--- src/rtl/ex_stage_if.sv ---
// ex_stage_if: ID/EX -> EX -> EX/MEM signal bundle for the EX stage.
//   slave  modport: used by ex_stage (consumes ID/EX fields, drives EX/MEM fields).
//   master modport: used by the surrounding pipeline (drives ID/EX, observes EX/MEM).
// Inputs : WB_i, M_i, ALUSrc_i, ALUOp_i, RegDst_i, RegData1_i, RegData2_i, SignExt_i,
//          RegAddrRt_i, RegAddrRd_i, ForwardA_i, ForwardB_i, MemWbData_i
// Outputs: WB_o, M_o, ALUResult_o, WriteData_o, RegAddrW_o, Stall_o, Busy_o
//          (+ Overflow_o when EX_OVERFLOW_EN is defined)
interface ex_stage_if #(
    parameter int unsigned DATA_WIDTH = 32
);
    logic [1:0]            WB_i;
    logic [1:0]            M_i;
    logic                  ALUSrc_i;
    logic [1:0]            ALUOp_i;
    logic                  RegDst_i;
    logic [DATA_WIDTH-1:0] RegData1_i;
    logic [DATA_WIDTH-1:0] RegData2_i;
    logic [DATA_WIDTH-1:0] SignExt_i;
    logic [4:0]            RegAddrRt_i;
    logic [4:0]            RegAddrRd_i;
    logic [1:0]            ForwardA_i;
    logic [1:0]            ForwardB_i;
    logic [DATA_WIDTH-1:0] MemWbData_i;
    logic [1:0]            WB_o;
    logic [1:0]            M_o;
    logic [DATA_WIDTH-1:0] ALUResult_o;
    logic [DATA_WIDTH-1:0] WriteData_o;
    logic [4:0]            RegAddrW_o;
    logic                  Stall_o;
    logic                  Busy_o;
`ifdef EX_OVERFLOW_EN
    logic                  Overflow_o;
`endif

    modport slave (
        input  WB_i, M_i, ALUSrc_i, ALUOp_i, RegDst_i, RegData1_i, RegData2_i, SignExt_i,
        input  RegAddrRt_i, RegAddrRd_i, ForwardA_i, ForwardB_i, MemWbData_i,
`ifdef EX_OVERFLOW_EN
        output Overflow_o,
`endif
        output WB_o, M_o, ALUResult_o, WriteData_o, RegAddrW_o, Stall_o, Busy_o
    );

    modport master (
        output WB_i, M_i, ALUSrc_i, ALUOp_i, RegDst_i, RegData1_i, RegData2_i, SignExt_i,
        output RegAddrRt_i, RegAddrRd_i, ForwardA_i, ForwardB_i, MemWbData_i,
`ifdef EX_OVERFLOW_EN
        input  Overflow_o,
`endif
        input  WB_o, M_o, ALUResult_o, WriteData_o, RegAddrW_o, Stall_o, Busy_o
    );
endinterface

--- src/rtl/ex_stage.sv ---
// ex_stage: pipeline EX stage. Operand forwarding, single-cycle ALU, iterative shift-add
// multiplier (funct 011000) and the EX/MEM boundary registers.
// Ports:
//   clk_i  - clock, rising edge
//   rst_i  - synchronous active-low reset
//   bus    - ex_stage_if.slave bundle (ID/EX fields in, EX/MEM fields + Stall/Busy out)
// Optional feature: define EX_OVERFLOW_EN to add a registered signed-overflow flag
// (Overflow_o) that also suppresses the register write of an overflowing add/sub.
module ex_stage #(
    parameter int unsigned DATA_WIDTH = 32,
    parameter int unsigned MUL_STEP   = 1
) (
    input logic         clk_i,
    input logic         rst_i,
    ex_stage_if.slave   bus
);
    localparam int unsigned N     = DATA_WIDTH / MUL_STEP;
    localparam int unsigned CNT_W = $clog2(N + 1);
    localparam int unsigned MSB   = DATA_WIDTH - 1;

    typedef enum logic [1:0] {StIdle, StBusy, StDone} state_e;
    state_e state_q, state_d;

    logic [DATA_WIDTH-1:0] fwd_a, fwd_b, op_b, sum, diff, alu_res, partial;
    logic [5:0]            funct;
    logic [4:0]            dest;
    logic                  is_mul, is_add, is_sub, stall;

    // EX/MEM registers
    logic [1:0]            wb_q, m_q;
    logic [DATA_WIDTH-1:0] res_q, wdata_q;
    logic [4:0]            waddr_q;
    logic                  busy_q;
    // Multiplier state, latched at first presentation of the MUL
    logic [DATA_WIDTH-1:0] mcand_q, mplier_q, acc_q, fb_lat_q;
    logic [1:0]            wb_lat_q, m_lat_q;
    logic [4:0]            dest_lat_q;
    logic [CNT_W-1:0]      cnt_q;

    assign funct  = bus.SignExt_i[5:0];
    assign is_mul = (bus.ALUOp_i == 2'b10) && (funct == 6'b011000);
    assign dest   = bus.RegDst_i ? bus.RegAddrRd_i : bus.RegAddrRt_i;

    always_comb begin
        case (bus.ForwardA_i)
            2'b10:   fwd_a = res_q;
            2'b01:   fwd_a = bus.MemWbData_i;
            default: fwd_a = bus.RegData1_i;
        endcase
        case (bus.ForwardB_i)
            2'b10:   fwd_b = res_q;
            2'b01:   fwd_b = bus.MemWbData_i;
            default: fwd_b = bus.RegData2_i;
        endcase
    end

    assign op_b = bus.ALUSrc_i ? bus.SignExt_i : fwd_b;
    assign sum  = fwd_a + op_b;
    assign diff = fwd_a - op_b;

    always_comb begin
        alu_res = '0;
        is_add  = 1'b0;
        is_sub  = 1'b0;
        unique case (bus.ALUOp_i)
            2'b00: begin alu_res = sum;  is_add = 1'b1; end
            2'b01: begin alu_res = diff; is_sub = 1'b1; end
            2'b11: alu_res = fwd_a | op_b;
            2'b10: begin
                case (funct)
                    6'b100000: begin alu_res = sum;  is_add = 1'b1; end
                    6'b100010: begin alu_res = diff; is_sub = 1'b1; end
                    6'b100100: alu_res = fwd_a & op_b;
                    6'b100101: alu_res = fwd_a | op_b;
                    6'b101010: alu_res = DATA_WIDTH'($signed(fwd_a) < $signed(op_b));
                    default:   alu_res = '0;
                endcase
            end
        endcase
    end

`ifdef EX_OVERFLOW_EN
    logic ovf, ovf_q;
    // Signed overflow: result sign disagrees with what the operand signs allow.
    assign ovf = (is_add && (fwd_a[MSB] == op_b[MSB]) && (sum[MSB] != fwd_a[MSB])) ||
                 (is_sub && (fwd_a[MSB] != op_b[MSB]) && (diff[MSB] != fwd_a[MSB]));
`endif

    // Partial product for MUL_STEP multiplier bits, built from shifted multiplicands.
    always_comb begin
        partial = '0;
        for (int unsigned i = 0; i < MUL_STEP; i++) begin
            if (mplier_q[i]) partial = partial + (mcand_q << i);
        end
    end

    // FSM: state register
    always_ff @(posedge clk_i) begin
        if (!rst_i) state_q <= StIdle;
        else        state_q <= state_d;
    end

    // FSM: next state
    always_comb begin
        state_d = state_q;
        case (state_q)
            StIdle:  if (is_mul) state_d = StBusy;
            StBusy:  if (cnt_q == CNT_W'(N - 1)) state_d = StDone;
            StDone:  state_d = StIdle;
            default: state_d = StIdle;
        endcase
    end

    // FSM: outputs
    always_comb begin
        stall = 1'b0;
        case (state_q)
            StIdle:  stall = is_mul;
            StBusy:  stall = 1'b1;
            default: stall = 1'b0;
        endcase
    end

    always_ff @(posedge clk_i) begin
        if (!rst_i) begin
            wb_q       <= '0;
            m_q        <= '0;
            res_q      <= '0;
            wdata_q    <= '0;
            waddr_q    <= '0;
            busy_q     <= 1'b0;
            mcand_q    <= '0;
            mplier_q   <= '0;
            acc_q      <= '0;
            fb_lat_q   <= '0;
            wb_lat_q   <= '0;
            m_lat_q    <= '0;
            dest_lat_q <= '0;
            cnt_q      <= '0;
`ifdef EX_OVERFLOW_EN
            ovf_q      <= 1'b0;
`endif
        end else begin
            case (state_q)
                StIdle: begin
                    if (is_mul) begin
                        // Bubble into EX/MEM; data fields keep their old values.
                        wb_q       <= '0;
                        m_q        <= '0;
                        mcand_q    <= fwd_a;
                        mplier_q   <= fwd_b;
                        fb_lat_q   <= fwd_b;
                        wb_lat_q   <= bus.WB_i;
                        m_lat_q    <= bus.M_i;
                        dest_lat_q <= dest;
                        acc_q      <= '0;
                        cnt_q      <= '0;
`ifdef EX_OVERFLOW_EN
                        ovf_q      <= 1'b0;
`endif
                    end else begin
`ifdef EX_OVERFLOW_EN
                        wb_q       <= ovf ? 2'b00 : bus.WB_i;
                        ovf_q      <= ovf;
`else
                        wb_q       <= bus.WB_i;
`endif
                        m_q        <= bus.M_i;
                        res_q      <= alu_res;
                        wdata_q    <= fwd_b;
                        waddr_q    <= dest;
                    end
                end
                StBusy: begin
                    wb_q     <= '0;
                    m_q      <= '0;
                    acc_q    <= acc_q + partial;
                    mplier_q <= mplier_q >> MUL_STEP;
                    mcand_q  <= mcand_q << MUL_STEP;
                    cnt_q    <= cnt_q + 1'b1;
                end
                StDone: begin
                    wb_q    <= wb_lat_q;
                    m_q     <= m_lat_q;
                    res_q   <= acc_q;
                    wdata_q <= fb_lat_q;
                    waddr_q <= dest_lat_q;
`ifdef EX_OVERFLOW_EN
                    ovf_q   <= 1'b0;
`endif
                end
                default: ;
            endcase
            busy_q <= (state_d == StBusy);
        end
    end

    assign bus.WB_o        = wb_q;
    assign bus.M_o         = m_q;
    assign bus.ALUResult_o = res_q;
    assign bus.WriteData_o = wdata_q;
    assign bus.RegAddrW_o  = waddr_q;
    assign bus.Stall_o     = stall;
    assign bus.Busy_o      = busy_q;
`ifdef EX_OVERFLOW_EN
    assign bus.Overflow_o  = ovf_q;
`endif
endmodule
--- src/flat_wrapper.sv ---
// flat-port wrapper written by rule: the top's interface ports become plain ports
module ex_stage_flat 
#(
    parameter int unsigned DATA_WIDTH = 32,
    parameter int unsigned MUL_STEP   = 1
)
  (clk_i, rst_i, bus_WB_i, bus_M_i, bus_ALUSrc_i, bus_ALUOp_i, bus_RegDst_i, bus_RegData1_i, bus_RegData2_i, bus_SignExt_i, bus_RegAddrRt_i, bus_RegAddrRd_i, bus_ForwardA_i, bus_ForwardB_i, bus_MemWbData_i, bus_WB_o, bus_M_o, bus_ALUResult_o, bus_WriteData_o, bus_RegAddrW_o, bus_Stall_o, bus_Busy_o);
  ex_stage_if #(.DATA_WIDTH(DATA_WIDTH)) bus_i ();
  input logic clk_i;
  input logic rst_i;
  input wire logic [$bits(bus_i.WB_i)-1:0] bus_WB_i;
  input wire logic [$bits(bus_i.M_i)-1:0] bus_M_i;
  input wire logic [$bits(bus_i.ALUSrc_i)-1:0] bus_ALUSrc_i;
  input wire logic [$bits(bus_i.ALUOp_i)-1:0] bus_ALUOp_i;
  input wire logic [$bits(bus_i.RegDst_i)-1:0] bus_RegDst_i;
  input wire logic [$bits(bus_i.RegData1_i)-1:0] bus_RegData1_i;
  input wire logic [$bits(bus_i.RegData2_i)-1:0] bus_RegData2_i;
  input wire logic [$bits(bus_i.SignExt_i)-1:0] bus_SignExt_i;
  input wire logic [$bits(bus_i.RegAddrRt_i)-1:0] bus_RegAddrRt_i;
  input wire logic [$bits(bus_i.RegAddrRd_i)-1:0] bus_RegAddrRd_i;
  input wire logic [$bits(bus_i.ForwardA_i)-1:0] bus_ForwardA_i;
  input wire logic [$bits(bus_i.ForwardB_i)-1:0] bus_ForwardB_i;
  input wire logic [$bits(bus_i.MemWbData_i)-1:0] bus_MemWbData_i;
  output wire logic [$bits(bus_i.WB_o)-1:0] bus_WB_o;
  output wire logic [$bits(bus_i.M_o)-1:0] bus_M_o;
  output wire logic [$bits(bus_i.ALUResult_o)-1:0] bus_ALUResult_o;
  output wire logic [$bits(bus_i.WriteData_o)-1:0] bus_WriteData_o;
  output wire logic [$bits(bus_i.RegAddrW_o)-1:0] bus_RegAddrW_o;
  output wire logic [$bits(bus_i.Stall_o)-1:0] bus_Stall_o;
  output wire logic [$bits(bus_i.Busy_o)-1:0] bus_Busy_o;
  assign bus_i.WB_i = bus_WB_i;
  assign bus_i.M_i = bus_M_i;
  assign bus_i.ALUSrc_i = bus_ALUSrc_i;
  assign bus_i.ALUOp_i = bus_ALUOp_i;
  assign bus_i.RegDst_i = bus_RegDst_i;
  assign bus_i.RegData1_i = bus_RegData1_i;
  assign bus_i.RegData2_i = bus_RegData2_i;
  assign bus_i.SignExt_i = bus_SignExt_i;
  assign bus_i.RegAddrRt_i = bus_RegAddrRt_i;
  assign bus_i.RegAddrRd_i = bus_RegAddrRd_i;
  assign bus_i.ForwardA_i = bus_ForwardA_i;
  assign bus_i.ForwardB_i = bus_ForwardB_i;
  assign bus_i.MemWbData_i = bus_MemWbData_i;
  assign bus_WB_o = bus_i.WB_o;
  assign bus_M_o = bus_i.M_o;
  assign bus_ALUResult_o = bus_i.ALUResult_o;
  assign bus_WriteData_o = bus_i.WriteData_o;
  assign bus_RegAddrW_o = bus_i.RegAddrW_o;
  assign bus_Stall_o = bus_i.Stall_o;
  assign bus_Busy_o = bus_i.Busy_o;
  ex_stage #(.DATA_WIDTH(DATA_WIDTH), .MUL_STEP(MUL_STEP)) u_core (.clk_i(clk_i), .rst_i(rst_i), .bus(bus_i));
endmodule
--- config.mk ---
export PLATFORM = sky130hd
export DESIGN_NAME = ex_stage_flat
export DESIGN_NICKNAME = d
export VERILOG_FILES = /design/src/rtl/ex_stage_if.sv /design/src/rtl/ex_stage.sv /design/src/flat_wrapper.sv
export SDC_FILE = /design/constraint.sdc
export NUM_CORES = 1
export LEC_CHECK = 0
export ABC_AREA = 0
export CORE_MARGIN = 3
export CORE_UTILIZATION = 35
export DETAILED_ROUTE_END_ITERATION = 12
export GPL_TIMING_DRIVEN = 1
export MAX_ROUTING_LAYER = met4
export SLEW_MARGIN = 15
export SYNTH_ARGS = -nofsm -noshare
export SYNTH_HDL_FRONTEND = slang
export SYNTH_SLANG_ARGS = --single-unit
--- constraint.sdc ---
create_clock -name clk_i -period 4.84 [get_ports clk_i]
set_input_delay 0.726 -clock clk_i [delete_from_list [all_inputs] [get_ports clk_i]]
set_output_delay 0.726 -clock clk_i [all_outputs]
set_load 0.005 [all_outputs]
-- Word-level counts from Yosys, hierarchy flattened
Cells that the tools add are included.
- magnitude comparators: 1
- bitwise gates (word level): 2
- reductions and logical operators: 9
- eq/ne operators: 19
- add/sub/neg operators: 4
- muxes and demuxes: 29
- operator list (operator ; number):
    $pmux W32 S2 ; 7
    $mux W32 ; 7
    $pmux W32 S5 ; 1
    $pmux W32 S4 ; 1
    $add A32 B32 Y32 ; 2
    $and A32 B32 Y32 ; 1
    $lt A32 B32 Y1 ; 1
    $or A32 B32 Y32 ; 1
    $sub A32 B32 Y32 ; 1
    $eq A6 B6 Y1 const B ; 5
    $eq A6 B5 Y1 const B ; 2
    $pmux W2 S3 ; 2
    $pmux W6 S2 ; 1
    $eq A2 B1 Y1 const B ; 5
    $eq A2 B2 Y1 const B ; 5
    $mux W5 ; 2
    $pmux W5 S2 ; 1
    $mux W2 ; 4
    $add A6 B1 Y6 const B ; 1
    $mux W6 ; 1
    $reduce_and A2 Y1 ; 3
    $logic_not A2 Y1 ; 2
    $pmux W2 S2 ; 1
    $reduce_bool A2 Y1 ; 2
    5 further kinds ; 5
- output and inout bits: 75
- logic and storage cells: 79
- flip-flop bits (word level): 219
- bits of input ports: 152

-- Logic depth before layout (Yosys ltp)
- depth in word-level cells: 8
- depth in mapped cells: 24
- depth with buffers taken out: 21

-- Worst setup path before layout
No wires, ideal clock.
- path kind: input to register
- start point: input port bus_ForwardB_i[0]
- end point: register u_core.res_q[25] (netlist: u_core.bus.ALUResult_o[25])
- cell stages on the path: 22
- arrival time: 5047 ps
- setup time: 128 ps
- path slack: -334 ps
- required time: 4712 ps
- path buffers: 3
- cells stage by stage: inv_1 > ha_1 > buf_2 > buf_1 > inv_1 > clkbuf_1 > o21ai_0 > o21ai_0 > ha_1 > inv_1 > o211a_1 > a221o_1 > a31oi_1 > o31ai_2 > a311o_1 > a31o_2 > a41oi_1 > xnor2_1 > a221oi_1 > or3_1 > o311ai_1 > a21oi_1
- longest elaborated chain between the ends: 8
- elaborated cells on any way between the ends: 12
- classes of those cells: add/sub: 2; eq/ne: 2; mux: 6; bitwise: 2
- ends and longest elaborated chain (what ; line ; text):
    from (decl) ; flat_wrapper.sv:22 ; input wire logic [$bits(bus_i.ForwardB_i)-1:0] bus_ForwardB_i;
    $eq A2 B1 Y1 or $eq A2 B2 Y1 (tied branches) ; ex_stage.sv:50 ; case (bus.ForwardB_i)
    $pmux W32 S2 * ; ex_stage.sv:50 ;
    $mux W32 * ; ex_stage.sv:57 ; assign op_b = bus.ALUSrc_i ? bus.SignExt_i : fwd_b;
    $sub A32 B32 Y32, or another cell as far along ; ex_stage.sv:59 ; assign diff = fwd_a - op_b;
    $pmux W32 S5 ; ex_stage.sv:70 ; case (funct)
    $pmux W32 S4 * ; ex_stage.sv:65 ; unique case (bus.ALUOp_i)
    $mux W32 * ; ex_stage.sv:146 ; if (is_mul) begin
    $pmux W32 S2 * ; ex_stage.sv:144 ; case (state_q)
    to (signal assigned) ; ex_stage.sv:169 ; res_q <= alu_res;
    to (signal assigned) ; ex_stage.sv:185 ; res_q <= acc_q;
    to (decl) ; ex_stage.sv:31 ; logic [DATA_WIDTH-1:0] res_q, wdata_q;
Mark *: on every way between the ends. The rest lies on a longest branch, timed or not. The select of a mux whose other input is x is not followed.
A chain may end at the register's enable or synchronous reset.

-- Final worst setup path
- start point: input port bus_ForwardB_i[1]
- end point: register u_core.res_q[25] (netlist: u_core.bus.ALUResult_o[25])
Same word-level chain as after synthesis.

==> impl_metrics.yaml <==
routing:
  initialDrtViolationCount: 1963
  ant_nets: 0
  drt-vias-per-instance: 5.72
  wl_um: 81500
  firstDrtPassIters: 5
  wire_per_inst_um: 23.0
  num_vias: 20300
  drc: 0
die:
  die_h_um: 230
  start_util_pct: 35.7
  die_x_um: 230
  die_area_um2: 53100
  placementRows: 81
  coreArea_um2: 49400
  io_pins: 227
power_and_ir_drop:
  peakVddDrop_mv: 0.243
  power_density_nw_per_um2: 293
  cellLeakagePower_nw: 10.9
finish:
  regArea_um2: 4380
  n_fill_cell: 4890
  layout_common_cells: "buf_4 (412), nand2_1 (301), clkdlybuf4s50_1 (220), dfxtp_1 (219), o21ai_0 (173)"
  final_common_cell: "buf_4"
  syn_to_final_growth_pct: 39.4
  multi_input_area_um2: 12400
  drive_above_1_share_pct: 19.5
  layout.nets: 3121
setup_path:
  critPathKind: "input pin to flop"
  crit_required_ps: 5320
  path_cells: "clkdlybuf4s15_2, inv_1, ha_2, buf_4, a221o_1, o21ai_2, o21ai_2, ha_1, inv_2, o211a_1, a221o_1, a31oi_2, o31ai_4, a311o_1, a31o_2, a41oi_2, xnor2_1, buf_4, a21oi_1, or3_1, o311ai_1, a21oi_1"
  worstSetupEndpointType: "flop"
  max_stage_delay_ps: 440
  cpMaxStageDelayCell: "a311o_1"
  critPathMaxFanout: 6
  crit_arrival_ps: 5220
  startpoint_type: "input pin"
job:
  maxCapViolations: 0
logic_synthesis:
  synth_edf_count: 0
  synth_fp_nets: 2601
  synth_cell_type_count: 89
  syn_inst: 2336
  synthArstFlopShare_pct: 0
  syn-cell-area_um2: 17600
  synth_warnings: 0
  ys_ff_latch: 219
  syn_area_per_cell_um2: 7.54
  synth_ff_type: "dfxtp_1"
  synth_seq_area_share_pct: 24.9
clock_tree:
  worstSkewPairLatency_ps: 600
  cts.sinks: 219
  ctsHoldBuffers: 0
  path_clk_slew_ps: 70
  cts_buffer_depth: 3
  cts_tree: "done"
  cts_root_buffer: "clkbuf_16"
  numCtsBuffers: 29
  htree_levels: 1
timing:
  worstMarginPinSlew_ps: 1010
  final_max_slew_viol_count: 0
  setup_slack_ps: 103
  fin_crit_sh_pct: 97.9
  hold_viol: 0
  clock_skew_ps: 47.9
  slew_headroom_pct: 32.1
  fin_crit_ps: 4740
  timing.fmax_mhz: 211
  whs_ps: 467
  finalSetupViolCount: 0
place:
  hpwl_um: 64300
  gp_congestion: 0.981
  dp_slack_ps: -1100
  portBuffers: 226
global_routing:
  grt_overflow: 0
  antenna_found_initial: 4
  grt_pass1_wl_um: 121000
  grt_pass1_vias: 19600
  grt_max_degree: 122
  grt_use_total_pct: 30.3
run_status:
  status: "finished, final reports clean"
hold_path:
  hp-class: "flop to flop"
-- cells by family (layout without fill, tap and decap cells) --
group / count (synthesis) / count (layout) / share of synthesized area (%)
AOI/OAI and AO/OA: 902 / 902 / 36.5
and+or+nand+nor: 741 / 741 / 19.8
buffers and inverters: 273 / 814 / 6.16
DFF: 219 / 219 / 24.9
adders and majority gates: 113 / 113 / 8.15
xor gates and xnor gates: 71 / 71 / 3.53
muxes: 17 / 17 / 0.994
other: 0 / 2 / 0
-- registers in the layout (all words and copies together), names as in the netlist, 5 cells and up --
name	flops
u_core.bus.RegAddrW_o	5
u_core.dest_lat_q	5
u_core.fb_lat_q	32
u_core.mplier_q	32
u_core.bus.ALUResult_o	32
u_core.mcand_q	32
u_core.bus.WriteData_o	32
u_core.cnt_q	6
u_core.acc_q	32
-- report_power, final --
part	switching (mW)	internal, mW
Clock	0.924	1.30
Sequential	0.119	1.88
Combinational	1.51	1.46
Total	2.55	4.65
-- layout make-up --
class	count	area share (%)
Inverter	117	1.80
Timing Repair Buffer	645	22.4
Sequential cell	219	17.8
Tap cell	664	3.38
Clock inverter	13	0.601
Antenna cell	2	0.0204
Multi-Input combinational cell	1844	50.6
Clock buffer	39	3.35
-- through the flow --
step | setup TNS, ps | instance area, um2 | cells | total power [mW] | utilization, %
after floorplan | -5.93 | 17600 | 2336 | 3.29 | -
after global placement | -17530 | 23300 | 3483 | 4.88 | 47.3
after detailed placement | -19600 | 23300 | 3483 | 4.88 | 47.3
after CTS | 0 | 24400 | 3538 | 7.15 | 49.4
after global routing | -24.1 | 24600 | 3542 | 7.52 | 49.8
final | 0 | 24600 | 3543 | 7.20 | 49.8
-- layer usage --
metal / GRT usage [%] / up-vias / part of all wire [%]
met5: - / - / 0
met4: 7.70 / 0 / 2.7
met3: 6.56 / 110 / 8.7
met2: 43.9 / 758 / 41
met1: 42.7 / 9783 / 47
li1: - / 9627 / -
-- Yosys cell counts, types with 33 or more instances --
| master | n | area, um2 |
|---|---|---|
| nand2_1 | 302 | 1130 |
| dfxtp_1 | 219 | 4380 |
| o21ai_0 | 185 | 926 |
| nor2_1 | 146 | 548 |
| a21oi_1 | 136 | 681 |
| clkbuf_1 | 124 | 465 |
| inv_1 | 115 | 432 |
| ha_1 | 110 | 1380 |
| o211ai_1 | 110 | 826 |
| o211a_1 | 88 | 881 |
| and2_1 | 83 | 519 |
| a22oi_1 | 58 | 435 |
| xnor2_1 | 47 | 412 |
| nor2b_1 | 43 | 269 |
| nand3_1 | 35 | 175 |
| nand2b_1 | 33 | 206 |
| o22ai_1 | 33 | 206 |
-- worst max-delay path, delay by kind of cell --
family | cells | cell delay (ps)
buffers and inverters | 5 | 770
xor gates and xnor gates | 1 | 180
and+or+nand+nor | 1 | 380
adders and majority gates | 2 | 560
AOI/OAI and AO/OA | 13 | 2600
-- path summary, 6_finish.rpt --
check / from / to / slack [ps] / cells after the start
max: bus_ForwardB_i[1] / u_core.bus.ALUResult_o[25] / 100 / 22
min: u_core.bus.RegAddrW_o[4] / u_core.bus.RegAddrW_o[4] / 470 / 2
max reg2reg: u_core.bus.ALUResult_o[0] / u_core.bus.ALUResult_o[24] / 450 / 21
min reg2reg: u_core.bus.RegAddrW_o[4] / u_core.bus.RegAddrW_o[4] / 470 / 2
-- timing repair --
item | CTS | global route
endpoints found under the hold margin | 0 | 0
endpoints found under the setup margin | 21 | 19
pin swaps | 5 | 10
resized for setup | 21 | 35
setup buffers | 3 | 3
No activity file was read; power rests on OpenSTA's default activity.
